`src/rtl/cve2_pkg.sv`:
```
// Shared types for the integer register file and its load scoreboard.
package cve2_pkg;

  localparam int unsigned RF_ADDR_W = 5;

  typedef enum logic {
    RF_SB_IDLE,
    RF_SB_PEND
  } rf_sb_state_e;

endpackage

```
`src/rtl/cve2_regfile_sb.sv`:
```
// Single-entry load scoreboard: tracks one outstanding load and flags reads of its destination.
// CVE2_RF_FWD_EN: hazards are masked in the cycle a good LSU response arrives.
module cve2_regfile_sb
  import cve2_pkg::*;
(
  input  logic                 clk_i,
  input  logic                 rst_i,
  input  logic                 load_issue_i,
  input  logic [RF_ADDR_W-1:0] load_waddr_i,
  input  logic                 lsu_resp_valid_i,
  input  logic                 lsu_resp_err_i,
  input  logic [RF_ADDR_W-1:0] raddr_a_i,
  input  logic [RF_ADDR_W-1:0] raddr_b_i,
  output logic                 load_pending_o,
  output logic                 hazard_a_o,
  output logic                 hazard_b_o,
  output logic                 issue_err_o
);

  rf_sb_state_e         state_q, state_d;
  logic [RF_ADDR_W-1:0] pend_addr_q, pend_addr_d;
  logic                 issue_err_q, issue_err_d;
  logic                 hazard_en;

  always_comb begin
    state_d     = state_q;
    pend_addr_d = pend_addr_q;
    issue_err_d = 1'b0;
    case (state_q)
      RF_SB_IDLE: begin
        if (load_issue_i) begin
          state_d     = RF_SB_PEND;
          pend_addr_d = load_waddr_i;
        end
      end
      RF_SB_PEND: begin
        // The response frees the slot, so a coincident issue takes it over.
        if (lsu_resp_valid_i) begin
          if (load_issue_i) pend_addr_d = load_waddr_i;
          else              state_d     = RF_SB_IDLE;
        end else if (load_issue_i) begin
          issue_err_d = 1'b1;
        end
      end
      default: state_d = RF_SB_IDLE;
    endcase
  end

  always_ff @(posedge clk_i) begin
    if (rst_i) begin
      state_q     <= RF_SB_IDLE;
      pend_addr_q <= '0;
      issue_err_q <= 1'b0;
    end else begin
      state_q     <= state_d;
      pend_addr_q <= pend_addr_d;
      issue_err_q <= issue_err_d;
    end
  end

`ifdef CVE2_RF_FWD_EN
  // The good response's data is forwarded this cycle, so the reader need not stall.
  assign hazard_en = (state_q == RF_SB_PEND) && (pend_addr_q != '0) &&
                     !(lsu_resp_valid_i && !lsu_resp_err_i);
`else
  logic unused_resp_err;
  assign unused_resp_err = lsu_resp_err_i;
  assign hazard_en = (state_q == RF_SB_PEND) && (pend_addr_q != '0);
`endif

  assign load_pending_o = (state_q == RF_SB_PEND);
  assign hazard_a_o     = hazard_en && (raddr_a_i == pend_addr_q);
  assign hazard_b_o     = hazard_en && (raddr_b_i == pend_addr_q);
  assign issue_err_o    = issue_err_q;

endmodule

```
`src/rtl/cve2_regfile_wb.sv`:
```
// Flip-flop integer register file with writeback sink, two combinational read ports and load scoreboard.
// CVE2_RF_FWD_EN: same-cycle write-to-read forwarding on both read ports.
module cve2_regfile_wb
  import cve2_pkg::*;
#(
  parameter bit          RV32E     = 1'b0,
  parameter int unsigned DataWidth = 32
) (
  input  logic                 clk_i,
  input  logic                 rst_i,
  input  logic [RF_ADDR_W-1:0] rf_waddr_wb_i,
  input  logic [DataWidth-1:0] rf_wdata_wb_i,
  input  logic                 rf_we_wb_i,
  input  logic [RF_ADDR_W-1:0] rf_raddr_a_i,
  input  logic [RF_ADDR_W-1:0] rf_raddr_b_i,
  output logic [DataWidth-1:0] rf_rdata_a_o,
  output logic [DataWidth-1:0] rf_rdata_b_o,
  input  logic                 load_issue_i,
  input  logic [RF_ADDR_W-1:0] load_waddr_i,
  input  logic                 lsu_resp_valid_i,
  input  logic                 lsu_resp_err_i,
  output logic                 load_pending_o,
  output logic                 hazard_a_o,
  output logic                 hazard_b_o,
  output logic                 wr_err_o,
  output logic                 issue_err_o
);

  localparam int unsigned NumRegs = RV32E ? 16 : 32;
  localparam int unsigned IdxW    = RV32E ? 4 : 5;

  logic [DataWidth-1:0] rf_q [NumRegs];
  logic [DataWidth-1:0] rf_d [NumRegs];
  logic                 wr_err_q, wr_err_d;
  logic                 we_ok;

  // In RV32E the upper half of the address space does not exist.
  assign we_ok = rf_we_wb_i && (rf_waddr_wb_i != '0) && !(RV32E && rf_waddr_wb_i[4]);

  always_comb begin
    rf_d = rf_q;
    if (we_ok) rf_d[rf_waddr_wb_i[IdxW-1:0]] = rf_wdata_wb_i;
    rf_d[0]  = '0;
    wr_err_d = RV32E && rf_we_wb_i && rf_waddr_wb_i[4];
  end

  always_ff @(posedge clk_i) begin
    if (rst_i) begin
      for (int i = 0; i < NumRegs; i++) rf_q[i] <= '0;
      wr_err_q <= 1'b0;
    end else begin
      rf_q     <= rf_d;
      wr_err_q <= wr_err_d;
    end
  end

  function automatic logic [DataWidth-1:0] rd_port(input logic [RF_ADDR_W-1:0] addr);
    logic [DataWidth-1:0] val;
    val = rf_q[addr[IdxW-1:0]];
    if (RV32E && addr[4]) val = '0;
`ifdef CVE2_RF_FWD_EN
    if (we_ok && (rf_waddr_wb_i == addr)) val = rf_wdata_wb_i;
`endif
    return val;
  endfunction

  assign rf_rdata_a_o = rd_port(rf_raddr_a_i);
  assign rf_rdata_b_o = rd_port(rf_raddr_b_i);
  assign wr_err_o     = wr_err_q;

  cve2_regfile_sb u_sb (
    .clk_i            (clk_i),
    .rst_i            (rst_i),
    .load_issue_i     (load_issue_i),
    .load_waddr_i     (load_waddr_i),
    .lsu_resp_valid_i (lsu_resp_valid_i),
    .lsu_resp_err_i   (lsu_resp_err_i),
    .raddr_a_i        (rf_raddr_a_i),
    .raddr_b_i        (rf_raddr_b_i),
    .load_pending_o   (load_pending_o),
    .hazard_a_o       (hazard_a_o),
    .hazard_b_o       (hazard_b_o),
    .issue_err_o      (issue_err_o)
  );

endmodule
```
`config.mk`:
```
export PLATFORM = sky130hd
export DESIGN_NAME = cve2_regfile_wb
export DESIGN_NICKNAME = d
export VERILOG_FILES = /design/src/rtl/cve2_pkg.sv /design/src/rtl/cve2_regfile_sb.sv /design/src/rtl/cve2_regfile_wb.sv
export SDC_FILE = /design/constraint.sdc
export NUM_CORES = 2
export LEC_CHECK = 0
export CAP_MARGIN = 20
export CELL_PAD_IN_SITES_DETAIL_PLACEMENT = 1
export CELL_PAD_IN_SITES_GLOBAL_PLACEMENT = 1
export CORE_MARGIN = 2
export CORE_UTILIZATION = 51
export DETAILED_ROUTE_END_ITERATION = 10
export PLACE_DENSITY_LB_ADDON = 0.1
export SYNTH_ARGS = -nofsm -noshare
export SYNTH_HDL_FRONTEND = slang
export SYNTH_SLANG_ARGS = --single-unit
```
`constraint.sdc`:
```
create_clock -name clk_i -period 3.03 [get_ports clk_i]
set_input_delay 0.303 -clock clk_i [delete_from_list [all_inputs] [get_ports clk_i]]
set_output_delay 0.303 -clock clk_i [all_outputs]
set_load 0.03 [all_outputs]
```
==> impl_metrics.tcl <==
set metrics [dict create \
    status "finished with violations" \
    violations "negative setup slack" \
    setup_viol 3 \
    period_minus_slack_ns 3.048 \
    start_kind "register" \
    first_pass_iters 7 \
    max-slew-margin-rel 0.4344 \
    synthTopCellsByArea "dfxtp_1, nand2_1, mux2i_1" \
    dr.first_iter.drc_count 5900 \
    clk_latency_ns 0.71 \
    p_per_area_nw_per_um2 525.5 \
    htreeDepth 3 \
    antenna_found_initial 9 \
    grt_pass1_vias 53539 \
    fp-row-count 116 \
    vdd_drop_max_uv 499.6 \
    synth_cells 6629 \
    cp-end-kind "output port" \
    cpMaxStageDelayCell "mux4_2" \
    dp_slack_ns -0.09612 \
    crit_family "simple AND/OR/NAND/NOR gates" \
    regArea_um2 20000 \
    dieArea_um2 103800 \
    nFillCells 11986 \
    ys.flop_type "dfxtp_1" \
    core_area_um2 100300 \
    yosys-top-cells-count "nand2_1, a21oi_1, dfxtp_1" \
    nets 6611 \
    vias 52569 \
    ys_warn_count 0 \
    ant_nets 0 \
    synth-edff-count 0 \
    ys_types 39 \
    synth_top_area_frac 0.3872 \
    cpPeakStageDelay_ns 0.48 \
    clk_pin_slew_ns 0.06 \
    cp_max_fo 3 \
    fmax_ghz 0.3281 \
    dpl.hpwl_um 134700 \
    critPathKind "reg2out" \
    yosysTopAreaCell "dfxtp_1" \
    io_pins 127 \
    grt_usage 0.4174 \
    clock-sinks 999 \
    power.total_mw 31.66 \
    hold_violations 0 \
    worstPathArrival_ns 2.75 \
    power_leakage_nw 21.81 \
    synth_area_um2 51650 \
    fin_crit_sh 1.006 \
    initial_core_util 0.5150 \
    grt_max_degree 114 \
    synth_seq_cells 999 \
    required_ns 2.73 \
    tritoncts "done" \
    viasPerCell 6.571 \
    worst_pin_slew_ns 0.8420 \
    wl_um 222600 \
    place_congestion 0.8752 \
    syn_to_final_growth_pct 16.68 \
    synth-seq-area-share 0.3872 \
    timing.critical_path.buf_inv 1 \
    setup_ws_ns -0.01810 \
    multiInputGateArea_um2 29090 \
    wl_per_cell_um 27.82 \
    cts_buffers 113 \
    finClkSkew_ns 0.001548 \
    final_layout_size_suffix_gt1_frac 0.1206 \
    drt_drc_violations_left 0 \
    grt_pass1_wl_um 330300 \
    post-route-cell-area_um2 60260 \
    avgSynthCellArea_um2 7.791 \
    async_flop_share 0 \
    die_w_um 322.2 \
    yosysMostFrequentCell "nand2_1" \
    worstPathCellList "mux4_2, nor2b_1, nor3_1, a31oi_2, nand3_2, buf_4" \
    clock_tree.buffer_depth 3 \
    syn_nets 6687 \
    port_buffers 124 \
    clockRootBuffer "clkbuf_16" \
    maxCapViolations 0 \
    holdCritPathClass "in2reg" \
    place_area_um2 56310 \
    gr-total-overflow 0 \
    fp.dieH_um 322.2 \
    drv_slew 0 \
    cts_setup_buffers 0 \
]
==> power by group <==
| group | internal, mW | total [mW] | switching, mW |
|---|---|---|---|
| combinational | 1.41 | 4.00 | 2.59 |
| sequential | 13.2 | 13.3 | 0.0846 |
| clock | 8.41 | 14.3 | 5.93 |
| total | 23.1 | 31.7 | 8.61 |
==> area by class of cell <==
cell class / instances / share of cell area
timing repair buffer: 466 / 0.09383
antenna: 2 / 0.00008305
inverter: 2 / 0.0001246
clock inverter: 35 / 0.007060
clock buffer: 168 / 0.05606
multi-input combinational: 4971 / 0.4828
tap: 1357 / 0.02818
sequential: 999 / 0.3319
==> repair_timing <==
action,CTS,global route
setup endpoints to repair,7,13
pin swaps,0,0
hold buffers,0,0
resized for setup,8,16
==> per-stage QoR <==
stage / util / std cells / TNS (ns) / hold WS [ns]
2_1_floorplan: - / 6629 / 0 / 0.3803
3_3_place_gp: 0.5615 / 7795 / -0.1325 / 0.4490
3_5_place_dp: 0.5615 / 7795 / -0.1754 / 0.4579
4_1_cts: 0.5999 / 7998 / 0 / 0.007293
5_1_grt: 0.6008 / 8000 / -0.01867 / 0.02922
6_report: 0.6008 / 8000 / -0.02468 / 0.03722
==> layout by cell type, fill, tap and decap left out, types with 28 or more instances in the layout <==
cell	count
mux4_2	64
nand2_1	2134
clkdlybuf4s50_1	53
mux2_2	64
clkbuf_16	116
nor2b_1	64
dfxtp_1	999
nand3_1	188
nor3_1	63
a31oi_1	53
a221oi_1	64
clkbuf_8	28
buf_12	160
a21oi_1	1121
a22oi_1	256
buf_4	247
mux2i_1	773
==> registers in the layout, indices dropped and copies added (netlist names) <==
register,cells
rf_q,992
u_sb.pend_addr_q,5
u_sb.issue_err_o,1
u_sb.load_pending_o,1
==> final timing paths <==
path | to | from | slack [ns] | cells past startpoint
max | rf_rdata_b_o[3] | rf_q[771] | -0.02 | 6
min | rf_q[516] | rst_i | 0.04 | 2
max reg2reg | u_sb.pend_addr_q[2] | u_sb.load_pending_o | 1.61 | 4
min reg2reg | rf_q[902] | rf_q[902] | 0.47 | 2
==> kinds of logic after synthesis <==
family	after synthesis	share of synthesized area
flip-flops	999	0.3872
multiplexers	901	0.1917
AND/OR/NAND/NOR	2552	0.1979
AO/OA/AOI/OAI	1507	0.1646
other	1	0.00007261
XOR/XNOR	10	0.001696
buffers and inverters	659	0.05674
==> routing by layer <==
metal,share of wire,track usage,up-vias
met4,0.054,0.2263,6
met5,0.00020,0,-
met2,0.45,0.6560,2860
met3,0.10,0.09035,739
li1,-,-,22606
met1,0.40,0.5352,26358
No activity file was read; power rests on OpenSTA's default activity.
